--- src/rtl/fifo_tx.sv ---
// fifo_tx: SpaceWire transmit N-char buffer with FCT-driven credit tracking.
// N-chars leave through a registered valid/ready port only while remote credit remains.
module fifo_tx #(
  parameter int DWIDTH      = 9,
  parameter int AWIDTH      = 6,
  parameter int CREDIT_STEP = 8,
  parameter int CREDIT_MAX  = 56
) (
  input  logic              clock,
  input  logic              reset,
  input  logic              wr_en,
  input  logic [DWIDTH-1:0] data_in,
  input  logic              fct_received,
  input  logic              tx_ready,
  output logic              tx_valid,
  output logic [DWIDTH-1:0] tx_data,
  output logic              f_full,
  output logic              f_empty,
  output logic [AWIDTH-1:0] credit_counter,
  output logic              credit_error,
  output logic [AWIDTH-1:0] counter
);

  localparam int DEPTH = 2**AWIDTH;
  localparam logic [AWIDTH-1:0] FULL_COUNT   = AWIDTH'(DEPTH - 1);
  localparam logic [AWIDTH-1:0] CREDIT_LIMIT = AWIDTH'(CREDIT_MAX - CREDIT_STEP);
  localparam logic [AWIDTH-1:0] STEP         = AWIDTH'(CREDIT_STEP);
  localparam logic [AWIDTH-1:0] ONE          = AWIDTH'(1);

  typedef enum logic [1:0] {
    IDLE = 2'd0,
    LOAD = 2'd1,
    SEND = 2'd2
  } state_t;

  logic [DWIDTH-1:0] mem [DEPTH];

  state_t            state_q, state_d;
  logic [AWIDTH-1:0] wr_ptr_q, wr_ptr_d;
  logic [AWIDTH-1:0] rd_ptr_q, rd_ptr_d;
  logic [AWIDTH-1:0] counter_q, counter_d;
  logic [AWIDTH-1:0] credit_q, credit_d;
  logic              credit_error_q, credit_error_d;
  logic              tx_valid_q, tx_valid_d;
  logic [DWIDTH-1:0] tx_data_q, tx_data_d;

  logic wr_accept;
  logic consume;
  logic fct_legal;

  assign f_full    = (counter_q == FULL_COUNT);
  assign f_empty   = (counter_q == '0);
  assign wr_accept = wr_en && !f_full;
  assign consume   = (state_q == SEND) && tx_valid_q && tx_ready;
  // Legality is judged on the pre-edge credit, so a same-edge consume cannot make an FCT legal.
  assign fct_legal = (credit_q <= CREDIT_LIMIT);

  always_comb begin
    state_d    = state_q;
    tx_valid_d = tx_valid_q;
    tx_data_d  = tx_data_q;
    rd_ptr_d   = rd_ptr_q;
    case (state_q)
      IDLE: begin
        if (counter_q != '0 && credit_q != '0) state_d = LOAD;
      end
      LOAD: begin
        tx_data_d  = mem[rd_ptr_q];
        tx_valid_d = 1'b1;
        state_d    = SEND;
      end
      SEND: begin
        if (consume) begin
          rd_ptr_d   = rd_ptr_q + ONE;
          tx_valid_d = 1'b0;
          state_d    = IDLE;
        end
      end
      default: begin
        tx_valid_d = 1'b0;
        state_d    = IDLE;
      end
    endcase
  end

  always_comb begin
    wr_ptr_d = wr_accept ? (wr_ptr_q + ONE) : wr_ptr_q;
    case ({wr_accept, consume})
      2'b10:   counter_d = counter_q + ONE;
      2'b01:   counter_d = counter_q - ONE;
      default: counter_d = counter_q;
    endcase
    credit_d       = credit_q;
    credit_error_d = credit_error_q;
    if (fct_received) begin
      if (fct_legal) credit_d = credit_d + STEP;
      else           credit_error_d = 1'b1;
    end
    if (consume) credit_d = credit_d - ONE;
  end

  always_ff @(posedge clock) begin
    if (wr_accept) mem[wr_ptr_q] <= data_in;
  end

  always_ff @(posedge clock or posedge reset) begin
    if (reset) begin
      state_q        <= IDLE;
      wr_ptr_q       <= '0;
      rd_ptr_q       <= '0;
      counter_q      <= '0;
      credit_q       <= '0;
      credit_error_q <= 1'b0;
      tx_valid_q     <= 1'b0;
      tx_data_q      <= '0;
    end else begin
      state_q        <= state_d;
      wr_ptr_q       <= wr_ptr_d;
      rd_ptr_q       <= rd_ptr_d;
      counter_q      <= counter_d;
      credit_q       <= credit_d;
      credit_error_q <= credit_error_d;
      tx_valid_q     <= tx_valid_d;
      tx_data_q      <= tx_data_d;
    end
  end

  assign tx_valid       = tx_valid_q;
  assign tx_data        = tx_data_q;
  assign counter        = counter_q;
  assign credit_counter = credit_q;
  assign credit_error   = credit_error_q;

endmodule

--- config.mk ---
export PLATFORM = sky130hd
export DESIGN_NAME = fifo_tx
export DESIGN_NICKNAME = d
export VERILOG_FILES = /design/src/rtl/fifo_tx.sv
export SDC_FILE = /design/constraint.sdc
export NUM_CORES = 1
export LEC_CHECK = 0
export BUFFER_PORTS_ARGS = -buffer_cell sky130_fd_sc_hd__buf_2
export CORE_MARGIN = 1.5
export CORE_UTILIZATION = 40
export CTS_CLUSTER_DIAMETER = 50
export CTS_CLUSTER_SIZE = 8
export DETAILED_ROUTE_END_ITERATION = 16
export GPL_ROUTABILITY_DRIVEN = 0
export SLEW_MARGIN = 10
export SYNTH_ARGS = -nofsm -noshare
export SYNTH_HDL_FRONTEND = slang
export SYNTH_SLANG_ARGS = --single-unit
--- constraint.sdc ---
create_clock -name clock -period 4.9 [get_ports clock]
set_input_delay 1.225 -clock clock [delete_from_list [all_inputs] [get_ports clock]]
set_output_delay 1.225 -clock clock [all_outputs]
set_load 0.02 [all_outputs]
==> flow_summary.toml <==
[outcome]
outcome = "complete, no violations"

[floorplan]
core_sq_mm = 0.0594
die_x_um = 249
die_h_um = 249
rows = 89
initial_core_util_pct = 40.7
dieArea_sq_mm = 0.0618
io_pins = 39

[synth]
synth_fp_nets = 1245
yosysWarnings = 0
synth_ff_type = "edfxtp_1"
synth-seq-cells = 613
ys_types = 56
synthArstFlopShare_pct = 6.04
synth_area_per_cell_sq_um = 19.7
synth_edf_count = 576
yosysSeqAreaShare_pct = 75.5
synthCells = 1225
synth.cell_area_sq_mm = 0.0241

[drt]
wire_per_inst_um = 27.8
antenna_left = 0
totalWireLength_um = 60100
first_pass_iters = 5
met3_length_um = 4740
drc = 0
top_layer = "met4"
wl_met1_um = 26100
dr_wl_met2_um = 27900
drt_iter0_drc = 1498
vias = 12400
via_per_inst = 5.75

[cells_and_area]
regArea_sq_mm = 0.0182
drive_gt1_share_pct = 24.3
final_cell_mix = "576 x edfxtp_1, 126 x mux4_2, 92 x clkbuf_16"
nets = 1354
multiInputGateArea_sq_mm = 0.00545
final_common_cell = "edfxtp_1"
final_cell_area_sq_mm = 0.0280
antenna_cells = 0
areaGrowthSynthToFinish_pct = 15.9
final_core_util_pct = 47.1
fillerInstances = 4895

[setup_path]
startpoint_type = "input port"
crit_path_end_kind = "flop"
crit_arrival_ps = 3640
cp.required_ps = 5160
cp_max_fo = 9
critPathBufInv = 2
slowest_stage = "nor2_1"
crit_type = "in -> reg"
cp_cell_sequence = "buf_2, o21a_1, inv_2, nor2_1, nand3b_1, nor2_1"
cp_slowest_stage_delay_ps = 870
cp_common_cell = "nor2_1"
crit_family = "simple AND/OR/NAND/NOR gates"

[sta]
timing.final.crit_share_pct = 69.1
setup_viol = 0
fin_skew_ps = 40.6
clock.fmax_mhz = 295
min_period_ps = 3380
setup_tns_ps = 0
timing.slew.headroom_pct = 25.7
finalHoldViolCount = 0
rsz0062_at_grt = "no"
slew_violations = 0
holdWs_ps = 476
tightestPinTransition_ps = 1110

[power]
leakage_nw = 8.78
total_power_mw = 12.6
power.density_mw_per_mm2 = 451
ir_drop_v = 0.000341

[cts]
cts.htree.levels = 3
root_buffer = "clkbuf_16"
clk_pin_slew_ps = 50
cts_sinks = 613
clk_latency_ps = 640
cts_buffers = 90
hold_buffers = 0
ctsLongestPathBuffers = 3
cts_tree = "done"
cts_resized = 0
post-cts-setup-buffer-count = 0

[place]
hpwlAfterDp_um = 35800
port_buffers = 38
placed_cell_area_sq_mm = 0.0253

[grt]
grt_pass1_wl_um = 89000
antenna_found_initial = 1
grt_pass1_vias = 12600
grt_max_degree = 65
grt-ovfl-total = 0
grt_use_total_pct = 19.8

[run]
maxCapViolCount = 0

[min_path]
min_path_type = "reg -> reg"
flip-flops by register name (all words and copies together), names as in the netlist:
name,flops
rd_ptr_q,6
wr_ptr_q,6
mem,576
tx_valid,1
state_q,2
credit_counter,6
tx_data,9
counter,6
credit_error,1
per-layer routing:
| metal | vias to the layer above | GRT usage, % |
|---|---|---|
| li1 | 5223 | - |
| met1 | 6560 | 28.4 |
| met2 | 546 | 30.3 |
| met3 | 101 | 4.87 |
| met4 | 0 | 5.61 |
| met5 | - | 0 |
cell type report:
type | count | share of cell area, %
Multi-Input combinational cell | 531 | 19.5
Inverter | 8 | 0.107
Tap cell | 773 | 3.46
Timing Repair Buffer | 90 | 2.34
Clock buffer | 132 | 8.77
Sequential cell | 613 | 65.2
Clock inverter | 13 | 0.653
worst paths after layout:
kind	startpoint	end	slack [ps]	cells past startpoint
setup / recovery	wr_en	mem[9][8]$_DFFE_PP_	1520	6
hold / removal	credit_error$_DFFE_PP0P_	credit_error$_DFFE_PP0P_	480	1
setup reg to reg	counter[2]$_DFFE_PP0P_	mem[9][8]$_DFFE_PP_	1550	6
hold reg to reg	credit_error$_DFFE_PP0P_	credit_error$_DFFE_PP0P_	480	1
max in group asynchronous	reset	rd_ptr_q[1]$_DFFE_PP0P_	3760	3
min in group asynchronous	reset	state_q[0]$_DFFE_PP0P_	720	3
synth_stat cells, drive strengths merged (2+ instances only):
library cell | number | share of area [%]
edfxtp | 576 | 72
mux4 | 126 | 12
nor2 | 86 | 1.3
mux2i | 49 | 2.0
buf | 46 | 1.4
nand2 | 38 | 0.59
dfrtp | 37 | 3.8
a22oi | 34 | 1.1
a21oi | 30 | 0.62
clkbuf | 27 | 0.42
nand3 | 18 | 0.37
xnor2 | 15 | 0.54
o21ai | 14 | 0.29
a211oi | 13 | 0.40
o22ai | 10 | 0.26
nor3 | 9 | 0.19
o221ai | 9 | 0.33
inv | 8 | 0.12
nand3b | 8 | 0.25
nand2b | 7 | 0.18
nor2b | 7 | 0.18
ha | 6 | 0.31
xor2 | 6 | 0.22
a22o | 5 | 0.18
mux2 | 5 | 0.23
a2111oi | 4 | 0.23
a31oi | 4 | 0.10
or2 | 3 | 0.078
a221o | 2 | 0.083
a32oi | 2 | 0.073
nand4 | 2 | 0.052
nand4b | 2 | 0.073
o21a | 2 | 0.062
o31ai | 2 | 0.062
kinds of logic after synthesis:
| family | count (synthesis) | synth area share, % |
|---|---|---|
| xor gates and xnor gates | 21 | 0.762 |
| DFF | 613 | 75.5 |
| muxes | 180 | 14.0 |
| adders and majority gates | 6 | 0.311 |
| AOI/OAI and AO/OA | 136 | 3.93 |
| buffers and inverters | 81 | 1.93 |
| and+or+nand+nor | 188 | 3.56 |
per-stage QoR:
step	cells	setup slack (ps)
2_1_floorplan	1225	1450
3_3_place_gp	2015	1030
3_5_place_dp	2015	907
4_1_cts	2160	1590
5_1_grt	2160	1270
6_report	2160	1520
power by group:
part           switching [mW]  internal [mW]
Clock                    2.22           3.50
Combinational           0.545          0.227
Sequential              0.168           5.97
Note: power is estimated with default switching activity, not from simulation.
